--- src/rtl/xm_ctrl_pkg.sv ---
// Shared encodings for the xm sequencing controller: states, instruction classes,
// mux selects and fault codes.
package xm_ctrl_pkg;

  typedef enum logic [3:0] {
    S_FETCH      = 4'd0,
    S_FETCH_WAIT = 4'd1,
    S_DECODE     = 4'd2,
    S_EXEC       = 4'd3,
    S_MEM_WAIT   = 4'd4,
    S_WRITEBACK  = 4'd5,
    S_SWAP_2     = 4'd6,
    S_FAULT      = 4'd7
  } state_e;

  typedef enum logic [3:0] {
    OP_COND_BR = 4'd0,
    OP_LINK_BR = 4'd1,
    OP_ALU     = 4'd2,
    OP_LOAD    = 4'd3,
    OP_STORE   = 4'd4,
    OP_IMM     = 4'd5,
    OP_SWAP    = 4'd6
  } op_e;

  localparam logic [2:0] WSEL_ALU  = 3'd0;
  localparam logic [2:0] WSEL_PC   = 3'd1;
  localparam logic [2:0] WSEL_MEM  = 3'd2;
  localparam logic [2:0] WSEL_IMM  = 3'd3;
  localparam logic [2:0] WSEL_TEMP = 3'd4;

  localparam logic [1:0] ASEL_PC   = 2'd0;
  localparam logic [1:0] ASEL_BASE = 2'd1;
  localparam logic [1:0] ASEL_OFS  = 2'd2;

  localparam logic [1:0] PSEL_INC  = 2'd0;
  localparam logic [1:0] PSEL_BR   = 2'd1;
  localparam logic [1:0] PSEL_FLT  = 2'd2;

  localparam logic [1:0] FC_NONE    = 2'd0;
  localparam logic [1:0] FC_ILLEGAL = 2'd1;
  localparam logic [1:0] FC_TIMEOUT = 2'd2;

  function automatic logic op_legal(input logic [3:0] op);
    return op <= OP_SWAP;
  endfunction

endpackage

--- src/rtl/xm_timeout_cnt.sv ---
// Wait-cycle counter for bus transfers; expired is raised on the TMO_CYC-th
// consecutive enabled cycle after a clear.
module xm_timeout_cnt #(
  parameter int TMO_CYC = 15
) (
  input  logic clk_i,
  input  logic rst_i,
  input  logic clr,
  input  logic en,
  output logic expired
);

  logic [7:0] cnt;

  always_ff @(posedge clk_i) begin
    if (rst_i || clr)          cnt <= '0;
    else if (en && cnt != 8'hff) cnt <= cnt + 8'd1;
  end

  // cnt holds cycles already spent, so the current cycle is number cnt+1
  assign expired = en && (cnt >= 8'(TMO_CYC - 1));

endmodule

--- src/rtl/xm_seq_controller.sv ---
// Multi-cycle fetch/decode/execute sequencer. Define XM_BUS_TIMEOUT_EN to fault
// on memory acks that do not arrive within TMO_CYC wait cycles.
module xm_seq_controller
  import xm_ctrl_pkg::*;
#(
  parameter int WORD    = 16,
  parameter int LR      = 5,
  parameter int TMO_CYC = 15
) (
  input  logic       clk_i,
  input  logic       rst_i,
  input  logic [3:0] instOp_i,
  input  logic       branchRes_i,
  input  logic [2:0] regAdrA_i,
  input  logic [2:0] regAdrB_i,
  input  logic       memAck_i,
  input  logic       stall_i,
  output logic       memReq_o,
  output logic       memRW_o,
  output logic [1:0] adrSel_o,
  output logic       pcWr_o,
  output logic       irWr_o,
  output logic       regWr_o,
  output logic       tempWr_o,
  output logic       flagsWr_o,
  output logic [1:0] pcSel_o,
  output logic [2:0] regWrSel_o,
  output logic [2:0] regWrAdr_o,
  output logic       fault_o,
  output logic [1:0] faultCode_o,
  output logic [3:0] state_o
);

  if (WORD < 1) begin : g_word_chk
    $error("xm_seq_controller: WORD must be positive");
  end
  if (TMO_CYC < 1 || TMO_CYC > 255) begin : g_tmo_chk
    $error("xm_seq_controller: TMO_CYC must be 1..255");
  end

  state_e     state, nxt;
  op_e        cls;
  logic [1:0] fault_code, flt_code;
  logic       tmo_exp;

`ifdef XM_BUS_TIMEOUT_EN
  logic in_wait;
  assign in_wait = (state == S_FETCH_WAIT) || (state == S_MEM_WAIT);

  xm_timeout_cnt #(.TMO_CYC(TMO_CYC)) u_tmo (
    .clk_i   (clk_i),
    .rst_i   (rst_i),
    .clr     (!in_wait),
    .en      (in_wait),
    .expired (tmo_exp)
  );
`else
  assign tmo_exp = 1'b0;
`endif

  always_ff @(posedge clk_i) begin
    if (rst_i) begin
      state      <= S_FETCH;
      cls        <= OP_COND_BR;
      fault_code <= FC_NONE;
    end else begin
      state <= nxt;
      if (state == S_DECODE && !stall_i) cls <= op_e'(instOp_i);
      if (nxt == S_FAULT) fault_code <= flt_code;
    end
  end

  always_comb begin
    nxt        = state;
    flt_code   = FC_NONE;
    memReq_o   = 1'b0;
    memRW_o    = 1'b0;
    adrSel_o   = ASEL_PC;
    pcWr_o     = 1'b0;
    irWr_o     = 1'b0;
    regWr_o    = 1'b0;
    tempWr_o   = 1'b0;
    flagsWr_o  = 1'b0;
    pcSel_o    = PSEL_INC;
    regWrSel_o = WSEL_ALU;
    regWrAdr_o = regAdrA_i;
    fault_o    = 1'b0;
    unique case (state)
      S_FETCH: begin
        memReq_o = 1'b1;
        pcWr_o   = 1'b1;
        nxt      = S_FETCH_WAIT;
      end
      S_FETCH_WAIT: begin
        memReq_o = 1'b1;
        if (memAck_i) begin
          irWr_o = 1'b1;
          nxt    = S_DECODE;
        end else if (tmo_exp) begin
          nxt      = S_FAULT;
          flt_code = FC_TIMEOUT;
        end
      end
      S_DECODE: begin
        if (!stall_i) begin
          if (op_legal(instOp_i)) nxt = S_EXEC;
          else begin
            nxt      = S_FAULT;
            flt_code = FC_ILLEGAL;
          end
        end
      end
      S_EXEC: begin
        nxt = S_FETCH;
        case (cls)
          OP_COND_BR: begin
            pcSel_o = PSEL_BR;
            pcWr_o  = branchRes_i;
          end
          OP_LINK_BR: begin
            pcWr_o     = 1'b1;
            pcSel_o    = PSEL_BR;
            regWr_o    = 1'b1;
            regWrSel_o = WSEL_PC;
            regWrAdr_o = 3'(LR);
          end
          OP_ALU: begin
            regWr_o   = 1'b1;
            flagsWr_o = 1'b1;
          end
          OP_IMM: begin
            regWr_o    = 1'b1;
            regWrSel_o = WSEL_IMM;
          end
          OP_SWAP: begin
            tempWr_o = 1'b1;
            regWr_o  = 1'b1;
            nxt      = S_SWAP_2;
          end
          OP_LOAD, OP_STORE: begin
            memReq_o = 1'b1;
            adrSel_o = ASEL_OFS;
            memRW_o  = (cls == OP_STORE);
            nxt      = S_MEM_WAIT;
          end
          default: nxt = S_FETCH;
        endcase
      end
      S_MEM_WAIT: begin
        memReq_o = 1'b1;
        adrSel_o = ASEL_OFS;
        memRW_o  = (cls == OP_STORE);
        if (memAck_i) begin
          nxt = (cls == OP_LOAD) ? S_WRITEBACK : S_FETCH;
        end else if (tmo_exp) begin
          nxt      = S_FAULT;
          flt_code = FC_TIMEOUT;
        end
      end
      S_WRITEBACK: begin
        regWr_o    = 1'b1;
        regWrSel_o = WSEL_MEM;
        regWrAdr_o = regAdrB_i;
        nxt        = S_FETCH;
      end
      S_SWAP_2: begin
        regWr_o    = 1'b1;
        regWrSel_o = WSEL_TEMP;
        regWrAdr_o = regAdrB_i;
        nxt        = S_FETCH;
      end
      S_FAULT: begin
        fault_o    = 1'b1;
        regWr_o    = 1'b1;
        regWrSel_o = WSEL_PC;
        regWrAdr_o = 3'(LR);
        pcWr_o     = 1'b1;
        pcSel_o    = PSEL_FLT;
        nxt        = S_FETCH;
      end
      default: nxt = S_FETCH;
    endcase
  end

  // The latched cause is only visible while the fault pulse is up
  assign faultCode_o = (state == S_FAULT) ? fault_code : FC_NONE;
  assign state_o     = state;

endmodule

--- config.mk ---
export PLATFORM = sky130hd
export DESIGN_NAME = xm_seq_controller
export DESIGN_NICKNAME = d
export VERILOG_FILES = /design/src/rtl/xm_ctrl_pkg.sv /design/src/rtl/xm_timeout_cnt.sv /design/src/rtl/xm_seq_controller.sv
export SDC_FILE = /design/constraint.sdc
export NUM_CORES = 1
export LEC_CHECK = 0
export ABC_CLOCK_PERIOD_IN_PS = 1800
export BUFFER_PORTS_ARGS = -buffer_cell sky130_fd_sc_hd__buf_4
export CORE_MARGIN = 2
export CORE_UTILIZATION = 40
export CTS_CLUSTER_SIZE = 40
export DETAILED_ROUTE_END_ITERATION = 12
export PLACE_DENSITY = 0.72
export SETUP_SLACK_MARGIN = 0.02
export SYNTH_ARGS = -nofsm -noshare
export SYNTH_HDL_FRONTEND = slang
export SYNTH_SLANG_ARGS = --single-unit
--- constraint.sdc ---
create_clock -name clk_i -period 1.8 [get_ports clk_i]
set_input_delay 0.45 -clock clk_i [delete_from_list [all_inputs] [get_ports clk_i]]
set_output_delay 0.45 -clock clk_i [all_outputs]
set_load 0.03 [all_outputs]
## After elaboration in Yosys (flattened, before gate mapping)

Cells that the tools add are included.

| cells by class | value |
|---|---|
| equal/unequal tests | 14 |
| reduce and logical (&&, ||, !) cells | 11 |
| muxes and demuxes | 34 |
| $lt $le $gt $ge | 1 |

Operators with widths:

| cell | count |
|---|---|
| $eq A4 B3 Y1 const B | 8 |
| $pmux W4 S5 | 1 |
| $eq A4 B2 Y1 const B | 4 |
| $mux W1 | 14 |
| $mux W4 | 3 |
| $pmux W2 S2 | 3 |
| $pmux W3 S4 | 1 |
| $pmux W1 S2 | 5 |
| $mux W3 | 3 |
| $pmux W3 S3 | 1 |
| $eq A4 B1 Y1 const B | 2 |
| $logic_not A4 Y1 | 2 |
| $reduce_or A2 Y1 | 4 |
| $pmux W3 S2 | 1 |
| $reduce_or A3 Y1 | 2 |
| $le A4 B3 Y1 const B | 1 |
| $mux W2 | 2 |
| $reduce_or A4 Y1 | 1 |
| $logic_and A1 B1 Y1 | 1 |
| $logic_not A1 Y1 | 1 |

| storage, ports and cells | value |
|---|---|
| bits in registers | 10 |
| output and inout port bits | 24 |
| bits of input ports | 15 |
| logic and storage cells | 63 |

## Logic depth before layout (Yosys ltp)

Gate-level depths: netlist of the first run.

| depth | value |
|---|---|
| depth after elaboration | 5 |
| mapped depth | 5 |
| mapped depth without buffers | 3 |

## Worst setup path after synthesis of the first run

Ideal clock, no wire load.

| path | value |
|---|---|
| kind | register to output |
| from | register state[2] (netlist: state_o[2]) |
| to | output port memRW_o |
| required time | 1.350 ns |
| path slack | -0.940 ns |
| arrival | 2.290 ns |
| cell stages (with the launch flop) | 6 |
| path buffers | 2 |
| path through | dfxtp_1 > clkbuf_1 > and2b_1 > clkbuf_1 > a21oi_1 > nor4b_1 |

| on the way | value |
|---|---|
| longest elaborated chain between the ends | 2 |
| elaborated cells between the ends (all ways) | 3 |
| those cells by class | 2 x eq/ne; 1 x mux |

Ends and longest elaborated chain:

| item | RTL line | source |
|---|---|---|
| start, declared | xm_seq_controller.sv:41 | `state_e state, nxt;` |
| start signal, assigned | xm_seq_controller.sv:67 | `state <= nxt;` |
| $eq A4 B3 Y1 or $eq A4 B2 Y1 (tied branches) | xm_seq_controller.sv:88 | `unique case (state)` |
| $pmux W1 S2 * | xm_seq_controller.sv:88 |  |
| end, declared | xm_seq_controller.sv:19 | `output logic memRW_o,` |

Mark *: on every way between the ends. The rest lies on a longest branch, timed or not.

## Worst setup path after layout of the first run

| path | value |
|---|---|
| from | register state[1] (netlist: state_o[1]) |
| to | output port memReq_o |

| on the way | value |
|---|---|
| longest elaborated chain between the ends | 3 |
| elaborated cells between the ends (all ways) | 6 |
| those cells by class | 3 x eq/ne; 1 x mux; 2 x reduce/logical |

Ends and longest elaborated chain:

| item | RTL line | source |
|---|---|---|
| $eq A4 B3 Y1 (tied with other cells) | xm_seq_controller.sv:88 |  |
| $reduce_or A3 Y1 (no line) | n/a |  |
| $pmux W1 S2 * | xm_seq_controller.sv:88 |  |
| end, declared | xm_seq_controller.sv:18 | `output logic memReq_o,` |

Marks and branches as above.

==> out/qor.csv, run 1 <==
metric,value,unit
worst endpoint required time,1350,ps
initial DRC count,29,
Initial Util,43.4,%
failing checks,setup timing,
Port Buffer Count,36,
fmax,463,MHz
Worst-Skew Late Latency,260,ps
synthesized area,757,sq um
Root Driver,clkbuf_4,
worst hold start,rst_i,
CTS Buffer Depth,2,
Setup WS pre-CTS,-196,ps
Vias,1135,
Startpoint Class,register,
critical path type,reg2out,
Die Span Y,47.5,um
Post-route DRC,0,
Ys Warns,0,
number of distinct library cells after synthesis,36,
"slowest stage delay, CP",370,ps
Final Max Slew Viols,0,
GRT Resource Usage Total,26.1,%
worst reg-to-reg setup slack,60,ps
die area,2260,sq um
R2R depth,5,
clk sinks,9,
total length of routed met3 wires,214,um
Avg WL per Cell,18.0,um
DRT antenna net count,0,
Core Area,1750,sq um
final hold vios,0,
die width,47.5,um
IO Count,39,
top routing layer used,met4,
most frequent cell on the critical path,buf_4,
share of cells above drive strength 1,57.5,%
hold path cells,2,
Worst Skew,4.71,ps
Most used DFF post-synth,dfxtp_1,
number of synthesized flops with an enable pin,0,
"commonest non-fill, non-tap cell in the layout",buf_4,
final worst slack,-360,ps
routability cong.,0.856,
leak pwr,0.644,nW
grt ovf,0,
fin crit share,120,%
fin crit period,2160,ps
Worst Path Arrival,1710,ps
Post-Route WL,3.46,mm
nets,183,
Area Growth Syn to Fin,99.8,%
status,"finished, violations left",
Site Rows,15,
crit end category,output port,
CTS tree,yes,
diode count,0,
Max Cap Viol,0,
Yosys reg bits,9,
final setup fails,14,
vias in the first global route,977,
Worst VDD drop,0.390,mV
top cell type's share of synthesized area,23.8,%
Hold EP,state_o[2]$_SDFF_PP0_,
post-synthesis average cell area,7.01,sq um
sequential area share after synthesis,23.8,%
initial antenna violation count,0,
Worst Path Max Fanout,5,
Critical-path top delay cell,dfxtp_4,
M1 wire length,1.33,mm
largest net degree at the start of global routing,15,
crit-path cells,"nor4bb_4, buf_4, buf_6, nand2_4, o211ai_1, buf_4",
unrepaired setup endpoints after global routing,true,
Mapped Cells,108,
Pwr Total,0.519,mW
global-route wire length before repair,4.11,mm
cell taking the most area after synthesis,dfxtp_1,
CTS H-Tree Depth,1,
DRT Pass-1 Iters,5,
Vias/cell,5.91,
DR WL met2,1.75,mm
most frequent cells in the layout,"buf_4 (40), buf_6 (22), a21oi_1 (9), inv_1 (8)",
Min Hold Slack,408,ps
TritonCTS Buffers,3,
Final TNS setup,-3260,ps
DP Wirelength,1.93,mm
clock-pin slew on the worst setup and hold paths,60,ps
Synth async-reset ratio,0,%
reg2reg end,fault_code[0]$_SDFFE_PP0N_,
"top cells by area, synth","dfxtp_1 (24%), a21oi_1 (6.6%), o21ai_0 (6.6%)",
worst min path class,in2reg,
power per standard cell area,343,nW/um^2
reg2reg start,state_o[1]$_SDFF_PP0_,
worst max path at each step:
stage	start	to	slack [ps]	depth (start not counted)
5_1_grt	state_o[1]$_SDFF_PP0_	memReq_o	-420	6
3_3_place_gp	regAdrB_i[2]	regWrAdr_o[2]	-180	5
6_report	state_o[1]$_SDFF_PP0_	memReq_o	-360	6
3_5_place_dp	regAdrB_i[2]	regWrAdr_o[2]	-200	5
4_1_cts	state_o[1]$_SDFF_PP0_	regWrAdr_o[1]	-270	5
2_1_floorplan	state_o[2]$_SDFF_PP0_	memReq_o	-220	5
registers in the layout, indices dropped and copies added (netlist names):
signal / count
cls: 4
state_o: 4
fault_code: 1
critical path: cells and delay by family, from the launching register on:
| family | cells | cell delay [ps] |
|---|---|---|
| DFF | 1 | 370 |
| AOI/OAI and AO/OA | 1 | 210 |
| and+or+nand+nor | 2 | 380 |
| buffers and inverters | 3 | 500 |
metrics by stage:
| stage | utilization [%] | cell area (sq um) | cells |
|---|---|---|---|
| after floorplan | - | 866 | 110 |
| final | 86.7 | 1510 | 192 |
| after CTS | 84.3 | 1470 | 192 |
| after global routing | 86.7 | 1510 | 192 |
| after detailed placement | 71.5 | 1250 | 181 |
| after global placement | 71.5 | 1250 | 181 |
where the power goes:
group	total (mW)	leakage [nW]	switching [mW]	internal, mW
Combinational	0.159	0.552	0.0828	0.0762
Sequential	0.205	0.0773	0.00633	0.199
Clock	0.154	0.0150	0.0690	0.0853
Total	0.519	0.644	0.158	0.361
what timing repair did:
action / in CTS / in global routing
pin swaps: 13 / 7
gates resized for setup: 39 / 10
buffers inserted: 7 / 0
hold buffers: 0 / 0
endpoints found under the setup margin: 17 / 20
logic make-up (layout without fill, tap and decap cells):
kind of cell | after synthesis | in the layout | share of synthesized area [%]
and+or+nand+nor | 47 | 47 | 38.5
AOI/OAI and AO/OA | 30 | 30 | 23.6
buffers and inverters | 18 | 75 | 9.92
DFF | 9 | 9 | 23.8
xor gates and xnor gates | 2 | 2 | 2.31
adders and majority gates | 1 | 1 | 1.32
other | 1 | 3 | 0.495
cells in the mapped netlist (2+ instances only):
library cell	n
or3_1	3
nor2b_1	2
nor2_1	8
nand2_1	3
o21ai_0	10
inv_1	8
dfxtp_1	9
nand2b_1	3
xnor2_1	2
and3_1	3
nand4b_1	2
and3b_1	2
and2_1	2
a31oi_1	2
a21oi_1	10
nand4_1	3
o211ai_1	3
clkbuf_1	7
buf_4	2
nand3_1	6
nor4bb_1	2
nor4b_1	2
metal layers:
metal  track usage, %  vias to the layer above
li1                 -                      513
met1             29.8                      526
met2             49.2                       73
met3             2.64                       23
met4             10.0                        0
met5                0                        -
layout make-up:
cell class                      instances  area [sq um]
Fill cell                              97           233
Sequential cell                         9           199
Inverter                                8          30.0
Multi-Input combinational cell         83           658
Tap cell                               25          31.3
Clock buffer                            4          26.3
Timing Repair Buffer                   63           568
No activity file was read; power rests on OpenSTA's default activity.
==> run 2, diff against run 1 <==
--- a/config.mk
+++ b/config.mk
@@ -5,13 +5,13 @@
 export SDC_FILE = /design/constraint.sdc
 export NUM_CORES = 1
 export LEC_CHECK = 0
-export ABC_CLOCK_PERIOD_IN_PS = 1800
+export ABC_CLOCK_PERIOD_IN_PS = 2000
 export BUFFER_PORTS_ARGS = -buffer_cell sky130_fd_sc_hd__buf_4
 export CORE_MARGIN = 2
-export CORE_UTILIZATION = 40
+export CORE_UTILIZATION = 44
 export CTS_CLUSTER_SIZE = 40
 export DETAILED_ROUTE_END_ITERATION = 12
-export PLACE_DENSITY = 0.72
+export PLACE_DENSITY = 0.75
 export SETUP_SLACK_MARGIN = 0.02
 export SYNTH_ARGS = -nofsm -noshare
 export SYNTH_HDL_FRONTEND = slang
==> constraint.sdc (replaced) <==
create_clock -name clk_i -period 2 [get_ports clk_i]
set_input_delay 0.5 -clock clk_i [delete_from_list [all_inputs] [get_ports clk_i]]
set_output_delay 0.5 -clock clk_i [all_outputs]
set_load 0.03 [all_outputs]
==> run 2 against run 1 <==
The flow still finishes with violations (setup timing). Flip-flop and latch count did not move. Worst hold slack improved by 56 ps. Via count is 8.0% lower. Design area down 9.8%. First-iteration DRC count is 6.9% lower. Sequential share of layout area increased by 1.3 points.
==> out/qor.csv, run 2 (synthesized netlist as in run 1, its figures left out) <==
metric,value,unit
status,"finished, violations left",
failing checks,setup timing,
Min Hold Slack,464,ps
Final Max Slew Viols,0,
final core occ,87.5,%
DP Wirelength,1.86,mm
DRT Pass-1 Iters,4,
CTS Buffer Depth,2,
power per standard cell area,326,nW/um^2
Worst-Skew Late Latency,250,ps
CTS H-Tree Depth,1,
largest net degree at the start of global routing,10,
global-route wire length before repair,4.16,mm
Die Span Y,45.5,um
Post-Route WL,2.80,mm
Critical-path top delay cell,dfxtp_4,
fin cells,178,
crit-path cells,"nor4bb_4, buf_4, buf_6, nand2_4, o211ai_1, buf_4",
Vias,1044,
critical path type,reg2out,
"slowest stage delay, CP",360,ps
most frequent cell on the critical path,buf_4,
Max Cap Viol,0,
Worst Skew,4.66,ps
grt ovf,0,
Worst Path Arrival,1660,ps
TritonCTS Buffers,3,
Avg WL per Cell,15.7,um
fin crit period,2160,ps
die width,45.5,um
IO Count,39,
Initial Util,48.6,%
nets,178,
leak pwr,0.600,nW
fmax,464,MHz
final worst slack,-155,ps
clk sinks,9,
final hold vios,0,
Root Driver,clkbuf_4,
clock-pin slew on the worst setup and hold paths,50,ps
diode count,0,
"commonest non-fill, non-tap cell in the layout",buf_4,
most frequent cells in the layout,"buf_4 (46), buf_6 (12), a21oi_1 (10), inv_1 (8), o21ai_0 (8)",
Port Buffer Count,36,
final setup fails,10,
initial DRC count,27,
worst endpoint required time,1500,ps
die area,2070,sq um
Pwr Total,0.445,mW
routability cong.,0.838,
share of cells above drive strength 1,50.0,%
fin crit share,108,%
DRT antenna net count,0,
Worst Path Max Fanout,5,
hold path cells,2,
GRT Resource Usage Total,27.1,%
Site Rows,14,
Startpoint Class,register,
unrepaired setup endpoints after global routing,true,
Post-route DRC,0,
Core Area,1560,sq um
crit end category,output port,
Worst VDD drop,0.393,mV
placed cells,162,
Slew @ Worst Pin,692,ps
vias in the first global route,940,
Area Growth Syn to Fin,80.2,%
worst min path class,in2reg,
Relative slew margins,53.2,%
CTS tree,yes,
R2R depth,5,
Setup WS pre-CTS,-89.2,ps
initial antenna violation count,0,
Vias/cell,5.87,
## run 2: per-layer routing
layer / routed length (um) / vias to the layer above / GRT usage, % / share of wire (%)
met3: 184 / 8 / 2.38 / 6.6
li1: - / 496 / - / -
met2: 1460 / 65 / 49.3 / 52
met5: 0 / - / 0 / 0
met4: 46 / 0 / 7.65 / 1.6
met1: 1110 / 475 / 33.5 / 40
## run 2: critical path: cells and delay by family, from the launching register on
family                 cells  cell delay, ps
AOI/OAI and AO/OA          1             200
buffers and inverters      3             500
DFF                        1             360
and+or+nand+nor            2             350
## run 2: stage by stage
| step | setup TNS [ps] | area, sq um |
|---|---|---|
| floorplan | -134 | 837 |
| global placement | -78.6 | 1140 |
| detailed placement | -89.2 | 1140 |
| CTS | -411 | 1290 |
| global route | -1520 | 1360 |
| finish | -785 | 1360 |
## run 2: power by group
group          total (mW)  switching [mW]  internal (mW)  leakage [nW]
clock               0.128          0.0521         0.0762        0.0150
combinational       0.131          0.0676         0.0631         0.509
sequential          0.186         0.00606          0.180        0.0762
## run 2: layout make-up
| type | instances | area (sq um) |
|---|---|---|
| tap | 16 | 20.0 |
| fill | 88 | 195 |
| clock buffer | 4 | 26.3 |
| sequential | 9 | 196 |
| timing repair buffer | 58 | 480 |
| multi-input combinational | 83 | 611 |
| inverter | 8 | 30.0 |
## run 2: timing repair
item,in CTS,in global routing
pin swaps,5,7
gates cloned,0,0
hold buffers,0,0
endpoints found under the setup margin,14,15
gates resized for setup,13,15
setup buffers,11,3
## run 2: final timing paths
kind / startpoint / endpoint / slack, ps
setup / recovery: state_o[2]$_SDFF_PP0_ / memReq_o / -160
hold / removal: rst_i / state_o[1]$_SDFF_PP0_ / 460
setup reg to reg: state_o[1]$_SDFF_PP0_ / fault_code[0]$_SDFFE_PP0N_ / 180
hold reg to reg: fault_code[0]$_SDFFE_PP0N_ / fault_code[0]$_SDFFE_PP0N_ / 520
